`src/rtl/muldiv_seq_if.sv`:
```
// muldiv_seq_if -- handshake and data bundle between the EX stage and the
// sequential RV32M multiply/divide unit.
//   start   : EX stage presents an RV32M op (sampled only when the unit is idle)
//   funct3  : RV32M selector (MUL, MULH, MULHSU, MULHU, DIV, DIVU, REM, REMU)
//   op_a    : rs1 value (multiplicand / dividend)
//   op_b    : rs2 value (multiplier / divisor)
//   flush   : pipeline flush, aborts any in-flight op
//   stall   : holds PC, IF/ID and ID/EX while high
//   busy    : unit is not idle
//   done    : one-cycle pulse, result valid
//   result  : RV32M result, held until the next completed op or reset
// master = pipeline side, slave = arithmetic unit side.
interface muldiv_seq_if;
    logic        start;
    logic [2:0]  funct3;
    logic [31:0] op_a;
    logic [31:0] op_b;
    logic        flush;
    logic        stall;
    logic        busy;
    logic        done;
    logic [31:0] result;

    modport master (
        output start, funct3, op_a, op_b, flush,
        input  stall, busy, done, result
    );

    modport slave (
        input  start, funct3, op_a, op_b, flush,
        output stall, busy, done, result
    );
endinterface

```
`src/rtl/muldiv_seq.sv`:
```
// muldiv_seq -- iterative RV32M multiply/divide unit.
// Multiplication is radix-2 shift-add over a 64-bit product register and
// division is restoring shift-subtract with a 33-bit partial remainder; both
// run on magnitudes for 32 cycles, then one cycle of sign correction.
// Divide-by-zero and signed-overflow divisions skip the iterations and finish
// one cycle after acceptance.
// Ports:
//   clk   : clock, all state updates on the rising edge
//   reset : synchronous active-high reset
//   bus   : muldiv_seq_if slave modport (start/funct3/op_a/op_b/flush in,
//           stall/busy/done/result out)
module muldiv_seq (
    input  logic          clk,
    input  logic          reset,
    muldiv_seq_if.slave   bus
);

    typedef enum logic [1:0] {
        IDLE = 2'd0,
        CALC = 2'd1,
        FIX  = 2'd2,
        DONE = 2'd3
    } state_t;

    state_t      state_r;
    logic [2:0]  f3_r;
    logic [31:0] opnd_r;      // multiplicand magnitude or divisor magnitude
    logic [63:0] prod_r;      // product; low word doubles as dividend/quotient shifter
    logic [32:0] rem_r;       // partial remainder
    logic [4:0]  cnt_r;
    logic        neg_res_r;   // product / quotient must be negated
    logic        neg_rem_r;   // remainder must be negated (follows dividend)
    logic        byp_r;       // special-case division, skip the iterations
    logic [31:0] byp_val_r;
    logic        busy_r;
    logic        done_r;
    logic [31:0] result_r;

    logic        sign_a_s;
    logic        sign_b_s;
    logic        neg_a_s;
    logic        neg_b_s;
    logic [31:0] abs_a_s;
    logic [31:0] abs_b_s;
    logic        div0_s;
    logic        ovf_s;
    logic [31:0] byp_val_s;
    logic [32:0] mul_sum_s;
    logic [63:0] mul_next_s;
    logic [33:0] div_shift_s;
    logic [33:0] div_diff_s;
    logic [32:0] rem_next_s;
    logic        q_bit_s;
    logic [63:0] full_s;
    logic [31:0] quo_s;
    logic [31:0] rmd_s;
    logic [31:0] fix_val_s;

    function automatic logic [31:0] cneg32(input logic [31:0] v, input logic n);
        return n ? (~v + 32'd1) : v;
    endfunction

    function automatic logic [63:0] cneg64(input logic [63:0] v, input logic n);
        return n ? (~v + 64'd1) : v;
    endfunction

    // Decode operand signedness, magnitudes and the division special cases at acceptance.
    always_comb begin
        sign_a_s = 1'b0;
        sign_b_s = 1'b0;
        case (bus.funct3)
            3'b001:         begin sign_a_s = 1'b1; sign_b_s = 1'b1; end
            3'b010:         begin sign_a_s = 1'b1; sign_b_s = 1'b0; end
            3'b100, 3'b110: begin sign_a_s = 1'b1; sign_b_s = 1'b1; end
            default:        begin sign_a_s = 1'b0; sign_b_s = 1'b0; end
        endcase
        neg_a_s = sign_a_s & bus.op_a[31];
        neg_b_s = sign_b_s & bus.op_b[31];
        abs_a_s = cneg32(bus.op_a, neg_a_s);
        abs_b_s = cneg32(bus.op_b, neg_b_s);
        div0_s  = bus.funct3[2] & (bus.op_b == 32'd0);
        ovf_s   = bus.funct3[2] & ~bus.funct3[0] &
                  (bus.op_a == 32'h8000_0000) & (bus.op_b == 32'hFFFF_FFFF);
        if (div0_s) begin
            byp_val_s = bus.funct3[1] ? bus.op_a : 32'hFFFF_FFFF;
        end else if (ovf_s) begin
            byp_val_s = bus.funct3[1] ? 32'h0000_0000 : 32'h8000_0000;
        end else begin
            byp_val_s = 32'h0000_0000;
        end
    end

    // One iteration step of both datapaths; the FSM picks the one matching funct3.
    always_comb begin
        if (prod_r[0]) begin
            mul_sum_s = {1'b0, prod_r[63:32]} + {1'b0, opnd_r};
        end else begin
            mul_sum_s = {1'b0, prod_r[63:32]};
        end
        mul_next_s  = {mul_sum_s, prod_r[31:1]};
        // Bring down the next dividend bit, then try to subtract the divisor.
        div_shift_s = {rem_r, prod_r[31]};
        div_diff_s  = div_shift_s - {2'b00, opnd_r};
        q_bit_s     = ~div_diff_s[33];
        if (q_bit_s) begin
            rem_next_s = div_diff_s[32:0];
        end else begin
            rem_next_s = div_shift_s[32:0];
        end
    end

    // Sign correction and output selection for the FIX cycle.
    always_comb begin
        full_s = cneg64(prod_r, neg_res_r);
        quo_s  = cneg32(prod_r[31:0], neg_res_r);
        rmd_s  = cneg32(rem_r[31:0], neg_rem_r);
        case (f3_r)
            3'b000:                 fix_val_s = full_s[31:0];
            3'b001, 3'b010, 3'b011: fix_val_s = full_s[63:32];
            3'b100, 3'b101:         fix_val_s = quo_s;
            3'b110, 3'b111:         fix_val_s = rmd_s;
            default:                fix_val_s = 32'h0000_0000;
        endcase
    end

    // Control FSM with registered busy/done/result and the iteration registers.
    always_ff @(posedge clk) begin
        if (reset) begin
            state_r   <= IDLE;
            f3_r      <= 3'd0;
            opnd_r    <= 32'd0;
            prod_r    <= 64'd0;
            rem_r     <= 33'd0;
            cnt_r     <= 5'd0;
            neg_res_r <= 1'b0;
            neg_rem_r <= 1'b0;
            byp_r     <= 1'b0;
            byp_val_r <= 32'd0;
            busy_r    <= 1'b0;
            done_r    <= 1'b0;
            result_r  <= 32'd0;
        end else if (bus.flush) begin
            // Abort: no done pulse and the previous result stays visible.
            state_r <= IDLE;
            cnt_r   <= 5'd0;
            busy_r  <= 1'b0;
            done_r  <= 1'b0;
        end else begin
            case (state_r)
                IDLE: begin
                    done_r <= 1'b0;
                    if (bus.start) begin
                        f3_r      <= bus.funct3;
                        cnt_r     <= 5'd0;
                        rem_r     <= 33'd0;
                        neg_res_r <= neg_a_s ^ neg_b_s;
                        neg_rem_r <= neg_a_s;
                        byp_r     <= div0_s | ovf_s;
                        byp_val_r <= byp_val_s;
                        if (bus.funct3[2]) begin
                            opnd_r <= abs_b_s;
                            prod_r <= {32'd0, abs_a_s};
                        end else begin
                            opnd_r <= abs_a_s;
                            prod_r <= {32'd0, abs_b_s};
                        end
                        busy_r  <= 1'b1;
                        state_r <= CALC;
                    end else begin
                        busy_r <= 1'b0;
                    end
                end
                CALC: begin
                    if (byp_r) begin
                        result_r <= byp_val_r;
                        done_r   <= 1'b1;
                        state_r  <= DONE;
                    end else begin
                        if (f3_r[2]) begin
                            rem_r  <= rem_next_s;
                            prod_r <= {32'd0, prod_r[30:0], q_bit_s};
                        end else begin
                            prod_r <= mul_next_s;
                        end
                        cnt_r <= cnt_r + 5'd1;
                        if (cnt_r == 5'd31) begin
                            state_r <= FIX;
                        end
                    end
                end
                FIX: begin
                    result_r <= fix_val_s;
                    done_r   <= 1'b1;
                    state_r  <= DONE;
                end
                DONE: begin
                    // A start seen here is deliberately not accepted.
                    done_r  <= 1'b0;
                    busy_r  <= 1'b0;
                    state_r <= IDLE;
                end
                default: begin
                    done_r  <= 1'b0;
                    busy_r  <= 1'b0;
                    state_r <= IDLE;
                end
            endcase
        end
    end

    // stall must react in the same cycle start appears, so it is decoded
    // from the state register; it stays low while reset is asserted.
    assign bus.stall  = ~reset & (((state_r == IDLE) & bus.start & ~bus.flush) |
                                  (state_r == CALC) | (state_r == FIX));
    assign bus.busy   = busy_r;
    assign bus.done   = done_r;
    assign bus.result = result_r;

endmodule

```
`src/flat_wrapper.sv`:
```
// flat-port wrapper written by rule: the top's interface ports become plain ports
module muldiv_seq_flat 
  (clk, reset, bus_start, bus_funct3, bus_op_a, bus_op_b, bus_flush, bus_stall, bus_busy, bus_done, bus_result);
  muldiv_seq_if bus_i ();
  input  logic clk;
  input  logic reset;
  input wire logic [$bits(bus_i.start)-1:0] bus_start;
  input wire logic [$bits(bus_i.funct3)-1:0] bus_funct3;
  input wire logic [$bits(bus_i.op_a)-1:0] bus_op_a;
  input wire logic [$bits(bus_i.op_b)-1:0] bus_op_b;
  input wire logic [$bits(bus_i.flush)-1:0] bus_flush;
  output wire logic [$bits(bus_i.stall)-1:0] bus_stall;
  output wire logic [$bits(bus_i.busy)-1:0] bus_busy;
  output wire logic [$bits(bus_i.done)-1:0] bus_done;
  output wire logic [$bits(bus_i.result)-1:0] bus_result;
  assign bus_i.start = bus_start;
  assign bus_i.funct3 = bus_funct3;
  assign bus_i.op_a = bus_op_a;
  assign bus_i.op_b = bus_op_b;
  assign bus_i.flush = bus_flush;
  assign bus_stall = bus_i.stall;
  assign bus_busy = bus_i.busy;
  assign bus_done = bus_i.done;
  assign bus_result = bus_i.result;
  muldiv_seq u_core (.clk(clk), .reset(reset), .bus(bus_i));
endmodule
```
`config.mk`:
```
export PLATFORM = sky130hd
export DESIGN_NAME = muldiv_seq_flat
export DESIGN_NICKNAME = d
export VERILOG_FILES = /design/src/rtl/muldiv_seq_if.sv /design/src/rtl/muldiv_seq.sv /design/src/flat_wrapper.sv
export SDC_FILE = /design/constraint.sdc
export NUM_CORES = 1
export LEC_CHECK = 0
export ABC_AREA = 1
export CAP_MARGIN = 40
export CORE_MARGIN = 8
export CORE_UTILIZATION = 35
export DETAILED_ROUTE_END_ITERATION = 8
export PLACE_DENSITY = 0.52
export SLEW_MARGIN = 20
export SYNTH_ARGS = -nofsm -noshare
export SYNTH_HDL_FRONTEND = slang
export SYNTH_SLANG_ARGS = --single-unit
export TNS_END_PERCENT = 5
```
`constraint.sdc`:
```
create_clock -name clk -period 2.28 [get_ports clk]
set_input_delay 0.342 -clock clk [delete_from_list [all_inputs] [get_ports clk]]
set_output_delay 0.342 -clock clk [all_outputs]
set_load 0.1 [all_outputs]
```
======== Yosys cells after proc, flatten, opt, wreduce, memory -nomap -nowiden ========
Cells that the tools add are included.
W data, S select, Z words.
cells by class
  add/subtract/negate cells ............... 8
  eq/ne operators ......................... 22
  mux-type cells .......................... 37
  bitwise gates (word level) .............. 22
  reductions and logical operators ........ 19
operator list
  operator                 count
  $mux W32                 11
  $mux W64                 4
  $mux W33                 5
  $add A32 B1 Y32 const B  4
  $not A32 Y32             4
  $pmux W32 S4             1
  $pmux W64 S2             1
  $pmux W33 S2             1
  $add A64 B1 Y64 const B  1
  $eq A32 B32 Y1 const B   2
  $not A64 Y64             1
  $pmux W32 S2             1
  $sub A34 B32 Y34         1
  $add A32 B32 Y33         1
  $logic_not A32 Y1        1
  $eq A3 B3 Y1 const B     6
  $mux W5                  2
  $pmux W5 S2              1
  $and A1 B1 Y1            9
  $eq A3 B2 Y1 const B     3
  $reduce_and A3 Y1        3
  $pmux W2 S4              1
  $reduce_or A2 Y1         4
  $eq A3 B1 Y1 const B     2
  22 further kinds         38
storage, ports and cells
  flip-flop bits (word level) ............. 208
  input bits .............................. 71
  output and inout bits ................... 35
  word-level logic and storage cells ...... 121

======== Longest topological paths before layout ========
  depth in word-level cells ............... 8
  depth in mapped cells ................... 18
  depth with buffers taken out ............ 17

======== Worst setup path before layout ========
No wires, ideal clock.
  kind .................................... reg-to-output
  from .................................... register u_core.state_r[0]
  to ...................................... output bus_stall
  arrival ................................. 2779 ps
  data required time ...................... 1938 ps
  path slack .............................. -841 ps
  cell stages (with the launch flop) ...... 9
  buffers on the path ..................... 2
  cells stage by stage .................... dfxtp_1 > inv_1 > ha_1 > nand2_1 > nor2_4 > inv_2 > buf_2 > clkbuf_1 > a31oi_1
between the ends
  longest elaborated chain between the ends .. 6
  elaborated cells on any way between the ends .. 8
  those cells by class .................... 2 x eq/ne; 5 x bitwise; 1 x reduce/logical
RTL lines
  element                      RTL line            text
  start: declaration           muldiv_seq.sv:25    state_t state_r;
  start signal: assignment     muldiv_seq.sv:129   state_r <= IDLE;
  start signal: assignment     muldiv_seq.sv:144   state_r <= IDLE;
  start signal: assignment     muldiv_seq.sv:168   state_r <= CALC;
  $logic_not A2 Y1             muldiv_seq.sv:213   assign bus.stall = ~reset & (((state_r == IDLE) & bus.start & ~bus.flush) |
  $and A1 B1 Y1 (2 in series)  muldiv_seq.sv:213
  $or A1 B1 Y1                 muldiv_seq.sv:213
  $or A1 B1 Y1 (*)             muldiv_seq.sv:214   (state_r == CALC) | (state_r == FIX));
  $and A1 B1 Y1 (*)            muldiv_seq.sv:213
  end: declaration             flat_wrapper.sv:12  output wire logic [$bits(bus_i.stall)-1:0] bus_stall;
Every way passes the cells marked *; elsewhere a longest branch is shown, timed or not.

======== Worst setup path in the final report ========
  from .................................... register u_core.opnd_r[6]
  to ...................................... register u_core.rem_r[5]
between the ends
  longest elaborated chain between the ends .. 5
RTL lines
  element                   RTL line           text
  start: declaration        muldiv_seq.sv:27   logic [31:0] opnd_r;
  start signal: assignment  muldiv_seq.sv:161  opnd_r <= abs_b_s;
  start signal: assignment  muldiv_seq.sv:164  opnd_r <= abs_a_s;
  $sub A34 B32 Y34          muldiv_seq.sv:103  div_diff_s = div_shift_s - {2'b00, opnd_r};
  $mux W33                  muldiv_seq.sv:105  if (q_bit_s) begin
  $mux W33                  muldiv_seq.sv:179  if (f3_r[2]) begin
  $mux W33                  muldiv_seq.sv:174  if (byp_r) begin
  $pmux W33 S2              muldiv_seq.sv:149  case (state_r)
  end signal: assignment    muldiv_seq.sv:180  rem_r <= rem_next_s;
  end: declaration          muldiv_seq.sv:29   logic [32:0] rem_r;
Every way passes these cells. The select of a mux whose other input is x is not followed.
A chain may end at the register's enable or synchronous reset.

==> impl_metrics.json <==
{
  "outcome": "complete, but fails checks",
  "failed_checks": "negative setup slack",
  "synth.most_common_cell": "nand2_1",
  "critical_path_buf_inv_count": 4,
  "slowest_stage": "dfxtp_2",
  "die_area_mm2": 0.0639,
  "postSynthAreaPerCell_um2": 5.77,
  "coreArea_mm2": 0.0553,
  "crit_start": "u_core.opnd_r[6]$_SDFFE_PP0P_",
  "cts_tree": "done",
  "fin_nets": 4282,
  "synthTopCellsByCount": "nand2_1, nor2_1, inv_1",
  "r2r_setup_slack_ns": -0.08,
  "finalCritPeriodShare_pct": 104,
  "cts.path.max_buffers": 3,
  "ys.flop_type": "dfxtp_1",
  "syn_area_mm2": 0.0196,
  "synth.top_cells.by_area": "dfxtp_1, nand2_1, a21oi_1, nand3_1, nor2_1",
  "cp_common_cell": "nand2_4",
  "slew_headroom_pct": 45.2,
  "fp.dieH_um": 253,
  "reg2reg_to": "u_core.rem_r[5]$_SDFFE_PP0P_",
  "rows": 86,
  "hpwlAfterDp_mm": 85.2,
  "cp_slowest_stage_delay_ns": 0.31,
  "startpoint_type": "flop",
  "ys_warn_count": 0,
  "crit_end": "u_core.rem_r[5]$_SDFFE_PP0P_",
  "path_cells": "inv_1 -> buf_12 -> ha_4 -> nand2_1 -> nand2_2 -> a21oi_2 -> nand3_2 -> nand2_2 -> nand2_4 -> nand2_4 -> nand2_4 -> nand2_4 -> nand2_8 -> buf_12 -> clkbuf_16 -> nand2_1 -> nand3_1 -> a21oi_1",
  "hold_viol": 0,
  "power_uw": 14700,
  "crit_required_ns": 2.80,
  "gp_congestion": 1.02,
  "ff2ff_path_depth": 18,
  "die_x_um": 253,
  "critPathArrivalTime_ns": 2.88,
  "root_buffer": "clkbuf_16",
  "clock-sinks": 208,
  "crit_fanout": 9,
  "critPathCaptureType": "flop",
  "vdd_drop_max_mv": 0.559,
  "finalWirelength_mm": 105,
  "num_io_pins": 106,
  "synth.distinct_cells": 56,
  "drc": 0,
  "grt_pass1_wl_mm": 153,
  "ys_seq_area_share_pct": 21.2,
  "drt_iter0_drc": 2377,
  "finalSetupViolCount": 45,
  "hold_buffers": 0,
  "path_depth": 18,
  "antenna_found_initial": 1,
  "cts_buffers": 27,
  "clk_latency_ns": 0.59,
  "vias": 26300,
  "rsz0062_at_grt": "yes",
  "setup_ws_ns": -0.0847,
  "grt_use_total_pct": 31.1,
  "ys_ff_latch": 208,
  "cts.htree.levels": 1,
  "finClkSkew_ns": 0.0246,
  "synth_edf_count": 0,
  "period_minus_slack_ns": 2.36,
  "grt_pass1_vias": 25000,
  "syn2layout_area_growth_pct": 47.2,
  "tightest_slew_ns": 0.821,
  "grt_overflow": 0,
  "yosys.area.top_type": "dfxtp_1",
  "synth_top_area_share_pct": 21.2,
  "cellPowerDensity_mw_per_mm2": 508,
  "path_class": "reg2reg",
  "drv_slew": 0,
  "synth.net_count": 3547,
  "max_freq_mhz": 423,
  "vias_per_cell": 5.36,
  "initial_core_util_pct": 35.5,
  "p_leak_uw": 0.0138,
  "tns_ns": -2.09,
  "detail-route-antenna-nets": 0,
  "hold_class": "in2reg",
  "syn_inst": 3399,
  "crit_family": "simple AND/OR/NAND/NOR gates",
  "maxCapViolCount": 0,
  "wl_per_cell_um": 21.4,
  "async_reset_ff_share_pct": 0,
  "final_layout_size_suffix_gt1_share_pct": 27.7,
  "io_buffers": 105,
  "r2r_start": "u_core.opnd_r[6]$_SDFFE_PP0P_",
  "grt_max_degree": 74,
  "dr.pass1.iters": 6,
  "clkSlewWorstSetupHoldPaths_ns": 0.07
}
==> power by group <==
part           total, uW  leakage (uW)  switching, uW  internal, uW
Combinational       6180        0.0116           3740          2440
Sequential          3980       0.00170            190          3790
Clock               4500      0.000445           1880          2620
Total              14700        0.0138           5820          8840
==> stage by stage <==
stage	util [%]	std cells	setup slack [ns]	hold WS [ns]	instance area, um2
after floorplan	-	3399	0.0314	0.445	19600
after global placement	48.0	4831	-0.634	0.452	26600
after detailed placement	48.0	4831	-0.677	0.457	26600
after CTS	50.6	4886	-0.0910	0.292	28000
after global routing	52.2	4903	-0.183	0.294	28900
final	52.2	4904	-0.0847	0.274	28900
==> sequential cells by signal, summed over array words and instances, names as in the netlist <==
signal and count:
u_core.bus.busy 1, u_core.bus.done 1, u_core.bus.result 32, u_core.byp_r 1, u_core.byp_val_r 32, u_core.cnt_r 5
u_core.f3_r 3, u_core.neg_rem_r 1, u_core.neg_res_r 1, u_core.opnd_r 32, u_core.prod_r 64, u_core.rem_r 33
u_core.state_r 2
==> worst min-delay path by stage <==
| stage | from | end | slack, ns | cells after the start |
|---|---|---|---|---|
| detailed placement | u_core.byp_val_r[18]$_SDFFE_PP0P_ | u_core.byp_val_r[18]$_SDFFE_PP0P_ | 0.46 | 2 |
| floorplan | u_core.byp_val_r[10]$_SDFFE_PP0P_ | u_core.byp_val_r[10]$_SDFFE_PP0P_ | 0.45 | 2 |
| global placement | u_core.byp_val_r[18]$_SDFFE_PP0P_ | u_core.byp_val_r[18]$_SDFFE_PP0P_ | 0.45 | 2 |
| finish | reset | u_core.prod_r[63]$_SDFFE_PP0P_ | 0.27 | 3 |
| global route | reset | u_core.prod_r[63]$_SDFFE_PP0P_ | 0.29 | 3 |
| CTS | reset | u_core.prod_r[59]$_SDFFE_PP0P_ | 0.29 | 3 |
==> metal layers <==
layer	GRT usage (%)	share of wire, %	vias to the layer above
met5	0	0	-
met4	17.3	6.6	0
met3	3.48	7.2	211
met2	48.5	44	1107
met1	41.6	43	12200
li1	-	-	12700
==> timing repair <==
item	CTS	global route
setup endpoints to repair	84	97
resized for setup	146	185
pin swaps	19	32
cloned	0	4
setup buffers	5	13
==> worst register-to-register path, stage by stage, from the launching register on <==
cell and delay [ns]:
dfxtp_2 0.31, inv_1 0.09, buf_12 0.14, ha_4 0.22, nand2_1 0.08, nand2_2 0.08
a21oi_2 0.16, nand3_2 0.13, nand2_2 0.11, nand2_4 0.07, nand2_4 0.11, nand2_4 0.07
nand2_4 0.10, nand2_8 0.08, buf_12 0.14, clkbuf_16 0.16, nand2_1 0.06, nand3_1 0.07
a21oi_1 0.13
==> logic make-up (layout without fill, tap and decap cells) <==
group                      after synthesis  in the layout  synth area share [%]
adders and majority gates               77             77                  4.99
buffers and inverters                  496           1252                  10.2
AOI/OAI and AO/OA                      720            720                  20.8
and+or+nand+nor                       1811           1811                  38.9
xor gates and xnor gates                87             87                  3.88
DFF                                    208            208                  21.2
other                                    0              1                     0
==> layout by cell type, fill, tap and decap left out, types with 54 or more instances in the layout <==
cell and count:
xor2_1 54, nor2_1 340, nand2_1 913, o211ai_1 72, a21oi_1 291, clkdlybuf4s50_1 69, nand3_1 280, inv_1 324
dfxtp_1 179, o21ai_0 187, buf_4 733
==> final cells by class <==
| type | instances | area, um2 |
|---|---|---|
| fillers | 5874 | 26400 |
| clock inverters | 12 | 140 |
| well taps | 748 | 936 |
| multi-input cells | 2695 | 14600 |
| flip-flops and latches | 208 | 4210 |
| inverters | 363 | 1380 |
| diodes | 1 | 2.50 |
| clock buffers | 38 | 777 |
| repair buffers | 839 | 6880 |
No activity file was read; power rests on OpenSTA's default activity.
